File: src/rtl/cpu_defs_pkg.sv
// Shared CPU definitions: fetch FSM states, segment bases and exception codes.
// Imported by the fetch stage and its address-mapping helper.
package cpu_defs_pkg;

    typedef enum logic [2:0] {
        IDLE,
        REQ,
        WAIT,
        HOLD,
        DISCARD
    } fetch_state_t;

    localparam logic [31:0] KSEG0_BASE = 32'h8000_0000;
    localparam logic [31:0] KSEG1_BASE = 32'hA000_0000;
    localparam logic [4:0]  EXC_ADEL   = 5'h04;

endpackage

File: src/rtl/fetch_addr_map.sv
// Virtual-to-physical map for kseg0/kseg1 (both live under top bits 2'b10).
// Ports: addr (virtual, in), phys (physical, out). Purely combinational.
module fetch_addr_map
    import cpu_defs_pkg::*;
#(
    parameter int ADDR_W   = 32,
    parameter bit KSEG_MAP = 1'b1
) (
    input  logic [ADDR_W-1:0] addr,
    output logic [ADDR_W-1:0] phys
);

    // kseg0 and kseg1 share top bits 2'b10; clearing the top three bits
    // folds both onto the low 512 MB of physical space.
    always_comb begin
        phys = addr;
        if (KSEG_MAP && (addr[ADDR_W-1 -: 2] == KSEG0_BASE[31:30])) begin
            phys[ADDR_W-1 -: 3] = 3'b000;
        end
    end

endmodule

File: src/rtl/inst_fetch.sv
// Fetch stage: issues one instruction read per PC, delivers {inst, pc, adel} to IF/ID.
// Ports: clk/rst, pc_i/pc_en_o (PC reg), inst_* (SRAM-like bus), flush_i, stall_i, inst_valid_o/inst_o/inst_pc_o/adel_o (IF/ID).
module inst_fetch
    import cpu_defs_pkg::*;
#(
    parameter int ADDR_W   = 32,
    parameter int DATA_W   = 32,
    parameter bit KSEG_MAP = 1'b1
) (
    input  logic              clk,
    input  logic              rst,
    input  logic [ADDR_W-1:0] pc_i,
    output logic              pc_en_o,
    output logic              inst_req_o,
    output logic [ADDR_W-1:0] inst_addr_o,
    input  logic              inst_addr_ok_i,
    input  logic              inst_data_ok_i,
    input  logic [DATA_W-1:0] inst_rdata_i,
    input  logic              flush_i,
    input  logic              stall_i,
    output logic              inst_valid_o,
    output logic [DATA_W-1:0] inst_o,
    output logic [ADDR_W-1:0] inst_pc_o,
    output logic              adel_o
);

    fetch_state_t state, state_nxt;

    logic [ADDR_W-1:0] addr_q;
    logic [ADDR_W-1:0] pc_q;
    logic [ADDR_W-1:0] ipc_q;
    logic [ADDR_W-1:0] phys;
    logic [DATA_W-1:0] inst_q;
    logic              adel_q;
    logic              flush_q;
    logic              flush_nxt;
    logic              start;
    logic              load_req;
    logic              load_adel;
    logic              capture;
    logic              misaligned;

    fetch_addr_map #(
        .ADDR_W   (ADDR_W),
        .KSEG_MAP (KSEG_MAP)
    ) u_map (
        .addr (pc_i),
        .phys (phys)
    );

    assign misaligned = |pc_i[1:0];

    always_comb begin
        state_nxt = state;
        flush_nxt = flush_q;
        pc_en_o   = 1'b0;
        start     = 1'b0;
        load_req  = 1'b0;
        load_adel = 1'b0;
        capture   = 1'b0;

        unique case (state)
            IDLE: begin
                if (!flush_i) start = 1'b1;
            end
            REQ: begin
                // A request cannot be withdrawn; a flush seen while waiting
                // for addr_ok is remembered so the reply gets dropped.
                if (flush_i) flush_nxt = 1'b1;
                if (inst_addr_ok_i) begin
                    pc_en_o   = 1'b1;
                    flush_nxt = 1'b0;
                    if (flush_i || flush_q) begin
                        state_nxt = inst_data_ok_i ? IDLE : DISCARD;
                    end else if (inst_data_ok_i) begin
                        capture   = 1'b1;
                        state_nxt = HOLD;
                    end else begin
                        state_nxt = WAIT;
                    end
                end
            end
            WAIT: begin
                if (flush_i) begin
                    state_nxt = inst_data_ok_i ? IDLE : DISCARD;
                end else if (inst_data_ok_i) begin
                    capture   = 1'b1;
                    state_nxt = HOLD;
                end
            end
            HOLD: begin
                if (flush_i) begin
                    state_nxt = IDLE;
                end else if (!stall_i) begin
                    state_nxt = IDLE;
                    start     = 1'b1;
                end
            end
            DISCARD: begin
                if (inst_data_ok_i) state_nxt = IDLE;
            end
            default: state_nxt = IDLE;
        endcase

        // New fetch: misaligned PCs never reach the bus.
        if (start) begin
            if (misaligned) begin
                load_adel = 1'b1;
                pc_en_o   = 1'b1;
                state_nxt = HOLD;
            end else begin
                load_req  = 1'b1;
                state_nxt = REQ;
            end
        end
    end

    always_ff @(posedge clk or negedge rst) begin
        if (!rst) begin
            state   <= IDLE;
            flush_q <= 1'b0;
            addr_q  <= '0;
            pc_q    <= '0;
            inst_q  <= '0;
            ipc_q   <= '0;
            adel_q  <= 1'b0;
        end else begin
            state   <= state_nxt;
            flush_q <= flush_nxt;
            if (load_req) begin
                pc_q   <= pc_i;
                addr_q <= phys;
            end
            if (capture) begin
                inst_q <= inst_rdata_i;
                ipc_q  <= pc_q;
                adel_q <= 1'b0;
            end
            if (load_adel) begin
                inst_q <= '0;
                ipc_q  <= pc_i;
                adel_q <= 1'b1;
            end
        end
    end

    assign inst_req_o   = (state == REQ);
    assign inst_addr_o  = addr_q;
    assign inst_valid_o = (state == HOLD);
    assign inst_o       = inst_q;
    assign inst_pc_o    = ipc_q;
    assign adel_o       = adel_q;

endmodule

File: config.mk
export PLATFORM = sky130hd
export DESIGN_NAME = inst_fetch
export DESIGN_NICKNAME = d
export VERILOG_FILES = /design/src/rtl/cpu_defs_pkg.sv /design/src/rtl/fetch_addr_map.sv /design/src/rtl/inst_fetch.sv
export SDC_FILE = /design/constraint.sdc
export NUM_CORES = 1
export LEC_CHECK = 0
export CAP_MARGIN = 20
export CORE_MARGIN = 4
export CORE_UTILIZATION = 44
export DETAILED_ROUTE_END_ITERATION = 8
export GPL_TIMING_DRIVEN = 1
export MAX_ROUTING_LAYER = met4
export PLACE_DENSITY_LB_ADDON = 0.2
export SETUP_SLACK_MARGIN = 0.05
export SLEW_MARGIN = 5
export SYNTH_ARGS = -nofsm -noshare
export SYNTH_HDL_FRONTEND = slang
export SYNTH_SLANG_ARGS = --single-unit
File: constraint.sdc
create_clock -name clk -period 2.6 [get_ports clk]
set_input_delay 0.52 -clock clk [delete_from_list [all_inputs] [get_ports clk]]
set_output_delay 0.52 -clock clk [all_outputs]
set_load 0.03 [all_outputs]
==> key figures, run 1 <==
Pwr
  – Sw Pwr: 3.74 mW
  – Gate power share: 55.0%
  – Switching part of the total: 43.4%
  – Total power: between 8 and 9 mW
  – Internal power: ~4.9 mW
  – Clock Power Share: 12.2%
  – Sequential Power Share: 32.8%
  – Pleak: 2.80 nW
  – Pwr Density: roughly 1300 mW/mm^2
  – VDD IR-drop max: ~0.62 mV

Place
  – GP Congestion: 0.765
  – DP HPWL: approximately 8.4 mm
  – Post-DP Area: 0.00625 sq mm
  – # placed instances: between 600 and 700
  – Place WS: 0.246 ns
  – Buffers added on ports: 169

Logic synthesis
  – Total of warnings raised by yosys: 0
  – Post-synthesis sequential area ratio: 57.0%
  – Post-Syn Area: approximately 0.0046 sq mm
  – Synth Flop Type: dfrtp_1
  – Syn Area/Cell: 12.4 sq um
  – Library cells used by synthesis: 44
  – Mapped Cells: 368
  – Net Count, Synth: 438
  – Yosys top cell area share: ~57%
  – Area leader, netlist: dfrtp_1
  – Top post-synthesis cells by count: dfrtp_1, buf_4, a22o_1
  – Synth area leaders: dfrtp_1, a22o_1, buf_4
  – Synth Register Bits: 104
  – Post-synth ARST share: 100%
  – Number of synthesized flops with an enable pin: 0
  – Most frequent cell after synthesis: dfrtp_1

Routing
  – Drt drc: 0
  – Post-detailed-route count of antenna-violating nets: 0
  – Drt first pass iters: 5
  – Routed WL: between 10 and 15 mm
  – Wire per inst: ~18 um
  – Via count: 3,378
  – Vias per cell: 5.23
  – Initial DRC Count: 189

Timing
  – Max Slew Vio Count: 0
  – Setup_tns: 0 ns
  – Skew final: about 0.011 ns
  – Slew @ Worst Pin: 0.651 ns
  – Finish-stage setup viols: 0
  – Final hold violation count: 0
  – Max Fclk: 0.428 GHz
  – Max-slew headroom: between 50% and 60%
  – Hold WS: between 0.15 and 0.2 ns
  – Tcrit/Tclk final: 90.0%
  – Crit path time final: 2.34 ns
  – Post-route setup slack: around 0.26 ns
  – RSZ-0062 raised after global routing: no

Cells and area
  – Share of layout cells above drive strength 1: ~13%
  – Total Nets Final: 578
  – Diode count: 0
  – Post-route design area: 0.00646 sq mm
  – Finished Core Util: 64.9%
  – Cell Count, Final, Fillers Out: 646
  – Area grow syn2layout: 41.6%

Floorplanning
  – Horiz. Die Dim: 110 um
  – Die Y-Extent: about 110 um
  – Core area: 0.00995 sq mm
  – # rows: 36
  – Ports: 170
  – Starting Density: about 46%
  – Die area: 0.0121 sq mm

CTS
  – CTS tree: built
  – Hold buffer count at cts: 0
  – Clk_lat worst skew: 0.37 ns
  – Clock tree buffer depth: 2
  – Post-CTS Repair Setup Buffers: 0
  – Root Driver: clkbuf_8
  – CTS H-tree depth: 3
  – CTS buffer count: 9
  – Post-CTS sizing: 0
  – Clock sink count: 104
  – Clock slew at reported path FFs: 0.10 ns

Global routing
  – Largest net degree at the start of global routing: 49
  – GRT Total Usage: about a fifth
  – Vias in the first global route: 3,489
  – First-pass GRT wire length: 18.6 mm
  – Initial antenna violation count: 0
  – Overflow after GRT: 0

Critical path
  – FF-to-FF path depth: 6
  – Crit end category: output port
  – R2R Path Start: state[1]$_DFFE_PN0P_
  – WP data required: 2.08 ns
  – Reg2Reg Setup Slack: approximately 0.65 ns
  – Crit-path max FO: 9
  – Arrival time at the worst endpoint: approximately 1.8 ns
  – R2r endpoint: inst_pc_o[31]$_DFFE_PN0P_
  – CP Launch Type: flip-flop
  – WS Path Type: flip-flop to output port

Run status
  – Status: complete, no violations

Job
  – Max_cap viols: 0

Worst hold path
  – Hold WC Path Type: input pin to asynchronous set/reset pin
[state kept, by name, summed over array words and instances (netlist names)]
name and flops:
adel_o 1, flush_q 1, inst_o 32, state 3, inst_pc_o 32, pc_q 3
inst_addr_o 32
[worst max-delay path by stage]
stage | start | to | slack [ns] | depth (start not counted)
3_5_place_dp | flush_i | inst_pc_o[31]$_DFFE_PN0P_ | 0.25 | 6
5_1_grt | state[2]$_DFFE_PN0P_ | inst_valid_o | 0.13 | 3
3_3_place_gp | inst_data_ok_i | inst_pc_o[28]$_DFFE_PN0P_ | 0.31 | 6
6_report | state[2]$_DFFE_PN0P_ | inst_valid_o | 0.26 | 3
2_1_floorplan | state[1]$_DFFE_PN0P_ | pc_en_o | 0.24 | 4
4_1_cts | state[1]$_DFFE_PN0P_ | inst_req_o | 0.05 | 2
[final cells by class]
| class | count | area, sq um |
|---|---|---|
| Fill cell | 795 | 3490 |
| Sequential cell | 104 | 2600 |
| Timing Repair Buffer | 182 | 1850 |
| Multi-Input combinational cell | 181 | 1530 |
| Tap cell | 133 | 166 |
| Clock buffer | 11 | 141 |
| Inverter | 30 | 113 |
| Clock inverter | 5 | 63.8 |
[metal layers]
layer	track usage [%]	wire length, um	up-vias
met1	27.0	5050	1666
met3	5.17	770	15
met2	31.8	5890	104
met5	-	0	-
met4	5.97	180	0
li1	-	-	1593
[kinds of logic after synthesis]
family                    Yosys count  synth area share [%]
muxes                              31                  7.62
xor gates and xnor gates            1                 0.356
AOI/OAI and AO/OA                 115                  20.1
DFF                               104                  57.0
buffers and inverters              83                  10.1
and+or+nand+nor                    34                  4.85
[power by group through the flow]
stage	Clock, mW	Combinational [mW]	Sequential, mW
after global routing	1.15	5.01	2.92
after detailed placement	0	4.78	2.83
after global placement	0	4.70	2.81
after floorplan	0	2.13	3.72
final	1.05	4.73	2.82
after CTS	1.09	4.79	2.82
[critical path, cell delays in order, from the launching register on]
cell and delay [ns]:
dfrtp_1 0.39, buf_4 0.17, nor3b_1 0.19, clkdlybuf4s50_1 0.70
[placed cells by master, fill, tap and decap left out, types with 8 or more instances in the layout]
| master | count |
|---|---|
| buf_4 | 10 |
| dfrtp_1 | 104 |
| clkdlybuf4s50_1 | 167 |
| mux2_2 | 20 |
| inv_1 | 30 |
| clkbuf_8 | 10 |
| nand2_1 | 8 |
| mux2_1 | 10 |
| a22o_1 | 32 |
| o32ai_1 | 24 |
| a21oi_1 | 29 |
No activity file was read; power rests on OpenSTA's default activity.
==> inputs of run 2 (changes only) <==
--- a/config.mk
+++ b/config.mk
@@ -6,7 +6,7 @@
 export NUM_CORES = 1
 export LEC_CHECK = 0
 export CAP_MARGIN = 20
-export CORE_MARGIN = 4
+export CORE_MARGIN = 2
 export CORE_UTILIZATION = 44
 export DETAILED_ROUTE_END_ITERATION = 8
 export GPL_TIMING_DRIVEN = 1
==> key figures, run 2 (synthesis results as in run 1) <==
Place
  – GP Congestion: around 0.8
  – DP HPWL: approximately 8 mm
  – Place WS: 0.247 ns
  – # placed instances: 632
  – Post-DP Area: approximately 0.0062 sq mm
  – Buffers added on ports: ~170

Pwr
  – VDD IR-drop max: 0.632 mV
  – Total power: 8.43 mW
  – Gate power share: 55.8%
  – Switching part of the total: a little over two fifths
  – Clock Power Share: 10.7%
  – Sw Pwr: 3.67 mW
  – Internal power: 4.77 mW
  – Pleak: 2.78 nW
  – Pwr Density: about 1300 mW/mm^2
  – Sequential Power Share: 33.5%

Timing
  – Tcrit/Tclk final: 89.5%
  – Setup_tns: 0 ns
  – Finish-stage setup viols: 0
  – RSZ-0062 raised after global routing: no
  – Final hold violation count: 0
  – Crit path time final: 2.33 ns
  – Post-route setup slack: 0.272 ns
  – Max Slew Vio Count: 0
  – Max Fclk: approximately 0.43 GHz
  – Skew final: 0.0103 ns
  – Hold WS: around 0.15 ns
  – Slew @ Worst Pin: 0.532 ns
  – Max-slew headroom: 64.5%

Critical path
  – WS Path Type: flip-flop to output port
  – CP Launch Type: flip-flop
  – Arrival time at the worst endpoint: 1.81 ns
  – Crit-path max FO: 9
  – Crit end category: output port
  – WP data required: roughly 2.1 ns

Cells and area
  – Total Nets Final: just under 600
  – Diode count: 0
  – Commonest non-fill, non-tap cell in the layout: clkdlybuf4s50_1
  – Share of layout cells above drive strength 1: 12.3%
  – Area grow syn2layout: 40.8%
  – Cell Count, Final, Fillers Out: 648
  – Post-route design area: 0.00642 sq mm
  – Finished Core Util: 63.1%
  – Most frequent cells in the layout: clkdlybuf4s50_1, dfrtp_1, a22o_1

CTS
  – Clock sink count: 104
  – CTS H-tree depth: 3
  – CTS tree: built
  – Root Driver: clkbuf_8
  – Clock slew at reported path FFs: 0.09 ns
  – Clock tree buffer depth: 2
  – Post-CTS sizing: 0
  – CTS buffer count: 9
  – Post-CTS Repair Setup Buffers: 0
  – Clk_lat worst skew: roughly 0.35 ns
  – Hold buffer count at cts: 0

Routing
  – Routed WL: around 11 mm
  – Drt first pass iters: 4
  – Wire per inst: 17.3 um
  – Vias per cell: 5.28
  – Via count: 3,420
  – Initial DRC Count: between 150 and 200
  – Post-detailed-route count of antenna-violating nets: 0
  – Drt drc: 0

Job
  – Max_cap viols: 0

Global routing
  – First-pass GRT wire length: ~18 mm
  – Vias in the first global route: roughly 3.5k
  – Largest net degree at the start of global routing: 64
  – Overflow after GRT: 0
  – GRT Total Usage: a little over a fifth
  – Initial antenna violation count: 0

Floorplanning
  – Horiz. Die Dim: 106 um
  – Core area: 0.0102 sq mm
  – Ports: 170
  – Die Y-Extent: about 110 um
  – Starting Density: 44.8%
  – # rows: 37
  – Die area: 0.0112 sq mm

Run status
  – Status: complete, no violations

Worst hold path
  – Hold WC Path Type: input pin to asynchronous set/reset pin
-- run 2: path summary, 6_finish.rpt --
| kind | start | endpoint | slack [ns] | depth (start not counted) |
|---|---|---|---|---|
| setup / recovery | state[2]$_DFFE_PN0P_ | inst_valid_o | 0.27 | 3 |
| min in group clk | inst_addr_o[31]$_DFFE_PN0P_ | inst_addr_o[31]$_DFFE_PN0P_ | 0.50 | 2 |
| hold / removal | rst | inst_addr_o[22]$_DFFE_PN0P_ | 0.15 | 1 |
| hold reg to reg | inst_addr_o[31]$_DFFE_PN0P_ | inst_addr_o[31]$_DFFE_PN0P_ | 0.50 | 2 |
| max in group asynchronous | rst | inst_pc_o[1]$_DFFE_PN0P_ | 1.74 | 2 |
| setup reg to reg | state[1]$_DFFE_PN0P_ | inst_pc_o[31]$_DFFE_PN0P_ | 0.66 | 6 |
-- run 2: per-layer routing --
metal	part of all wire (%)	GRT usage [%]	up-vias
met5	0	-	-
met4	1.4	7.71	0
met3	6.0	5.32	13
met2	51	33.2	110
met1	42	25.7	1703
li1	-	-	1594
-- run 2: power by group through the flow --
stage                     clock, mW  sequential, mW  combinational [mW]
final                         0.900            2.83                4.70
after global routing          0.993            2.92                4.97
after CTS                     0.937            2.83                4.75
after detailed placement          0            2.85                4.74
after global placement            0            2.81                4.67
after floorplan                   0            3.72                2.13
-- run 2: area by class of cell --
| cell class | count | area, sq um |
|---|---|---|
| multi-input combinational | 181 | 1530 |
| clock buffer | 12 | 145 |
| inverter | 30 | 113 |
| tap | 136 | 170 |
| clock inverter | 4 | 30.0 |
| timing repair buffer | 181 | 1840 |
| fill | 852 | 3760 |
| sequential | 104 | 2600 |
-- run 2: critical path, cell delays in order, from the launching register on --
cell             delay [ns]
dfrtp_1                0.40
buf_4                  0.18
nor3b_1                0.19
clkdlybuf4s50_1        0.69
==> inputs of run 3 (changes only) <==
--- a/config.mk
+++ b/config.mk
@@ -6,8 +6,10 @@
 export NUM_CORES = 1
 export LEC_CHECK = 0
 export CAP_MARGIN = 20
+export CELL_PAD_IN_SITES_DETAIL_PLACEMENT = 1
+export CELL_PAD_IN_SITES_GLOBAL_PLACEMENT = 1
 export CORE_MARGIN = 2
-export CORE_UTILIZATION = 44
+export CORE_UTILIZATION = 34
 export DETAILED_ROUTE_END_ITERATION = 8
 export GPL_TIMING_DRIVEN = 1
 export MAX_ROUTING_LAYER = met4
==> key figures, run 3 (synthesis results as in run 1) <==
Cells and area
  – Total Nets Final: about 580
  – Share of layout cells above drive strength 1: roughly 12%
  – Most frequent cells in the layout: clkdlybuf4s50_1, dfrtp_1, a22o_1
  – Diode count: 0
  – Area grow syn2layout: 44.1%
  – Commonest non-fill, non-tap cell in the layout: clkdlybuf4s50_1

Routing
  – Initial DRC Count: 140
  – Via count: ~3.5k
  – Routed WL: 12.9 mm
  – Drt drc: 0
  – Post-detailed-route count of antenna-violating nets: 0
  – Wire per inst: 18.7 um
  – Drt first pass iters: 4
  – Vias per cell: 5.01

Global routing
  – Global Route met3 Usage: 4.94%
  – Met1 GRT Util: 22.5%
  – Overflow after GRT: 0
  – GRT Total Usage: 19.2%
  – Initial antenna violation count: 0
  – Largest net degree at the start of global routing: between 50 and 60
  – First-pass GRT wire length: 20.8 mm
  – Vias in the first global route: between 3k and 4k
  – Met2 Use GR: 32.7%
  – Grt peak-use layer: met2

CTS
  – CTS buffer count: 9
  – Clk_lat worst skew: 0.35 ns
  – Clock slew at reported path FFs: approximately 0.070 ns
  – Clock sink count: 104
  – CTS H-tree depth: 3
  – CTS tree: built
  – Clock tree buffer depth: 2
  – Hold buffer count at cts: 0
  – Root Driver: clkbuf_16

Place
  – Buffers added on ports: 169
  – DP HPWL: 9.11 mm
  – Place WS: between 0.2 and 0.25 ns
  – GP Congestion: about 0.77

Critical path
  – Crit end category: output port
  – Slowest cell on the critical path: clkdlybuf4s50_1
  – Slowest stage delay, CP: about 0.74 ns
  – WS Path Type: flip-flop to output port
  – Crit-path max FO: 5
  – Arrival time at the worst endpoint: approximately 1.8 ns
  – CP Launch Type: flip-flop
  – WP data required: 2.08 ns
  – CP cell instances: nor3b_2 -> clkdlybuf4s50_1

Worst hold path
  – Hold WC Path Type: input pin to asynchronous set/reset pin

Timing
  – Finish-stage setup viols: 0
  – Setup_tns: 0 ns
  – Skew final: 0.00656 ns
  – Crit path time final: 2.35 ns
  – Tcrit/Tclk final: 90.3%
  – Post-route setup slack: 0.252 ns
  – Final hold violation count: 0
  – Max-slew headroom: 64.8%
  – Slew @ Worst Pin: 0.528 ns
  – RSZ-0062 raised after global routing: no
  – Max Fclk: 0.426 GHz
  – Max Slew Vio Count: 0

Floorplanning
  – Die area: 0.0144 sq mm
  – Horiz. Die Dim: roughly 120 um
  – Ports: 170
  – Core area: 0.0132 sq mm
  – Starting Density: around 35%
  – # rows: 42
  – Die Y-Extent: roughly 120 um

Pwr
  – Pleak: 2.82 nW
  – VDD IR-drop max: 0.480 mV
  – Pwr Density: 1350 mW/mm^2

Job
  – Max_cap viols: 0

Run status
  – Status: complete, no violations
## run 3: report_power, final
group          switching (mW)  leakage (nW)  internal, mW
combinational            2.74          1.42          2.04
sequential              0.472          1.29          2.36
clock                   0.590         0.119         0.652
total                    3.80          2.82          5.05
## run 3: worst paths after layout
kind / startpoint / end / slack [ns] / cells after the start
setup / recovery: state[1]$_DFFE_PN0P_ / inst_req_o / 0.25 / 2
hold / removal: rst / inst_addr_o[10]$_DFFE_PN0P_ / 0.14 / 1
setup reg to reg: state[0]$_DFFE_PN0P_ / inst_pc_o[29]$_DFFE_PN0P_ / 0.68 / 6
hold reg to reg: inst_addr_o[31]$_DFFE_PN0P_ / inst_addr_o[31]$_DFFE_PN0P_ / 0.49 / 2
max in group asynchronous: rst / flush_q$_DFFE_PN0P_ / 1.78 / 2
min in group clk: inst_addr_o[31]$_DFFE_PN0P_ / inst_addr_o[31]$_DFFE_PN0P_ / 0.49 / 2
## run 3: worst max-delay path: cells and delay by family, from the launching register on
kind | cells | cell delay [ns]
flip-flops | 1 | 0.43
buffers and inverters | 1 | 0.74
AND/OR/NAND/NOR | 1 | 0.31
## run 3: layout make-up
class | count | area [sq um]
timing repair buffer | 183 | 1840
clock buffer | 12 | 236
clock inverter | 4 | 31.3
sequential | 104 | 2600
inverter | 30 | 113
fill | 1353 | 6620
tap | 176 | 220
multi-input combinational | 181 | 1530
## run 3: repair_timing
item                                    in CTS  in global routing
gates resized for setup                      1                  0
hold endpoints to repair                     0                  0
setup buffers                                0                  0
endpoints found under the setup margin       1                  0
## run 3: metrics by stage
stage	std cells	hold slack, ns	power, mW	instance area [sq um]	utilization, %
2_1_floorplan	368	0.224	5.84	4560	-
3_3_place_gp	674	0.464	7.55	6300	47.8
3_5_place_dp	674	0.480	7.67	6300	47.8
4_1_cts	690	0.160	8.98	6580	49.8
5_1_grt	690	0.170	9.35	6580	49.8
6_report	690	0.143	8.85	6580	49.8
## run 3: per-layer routing
layer	vias up	share of wire [%]
met5	-	0
met4	0	1.2
met3	12	4.6
met2	79	53
met1	1782	41
li1	1586	-
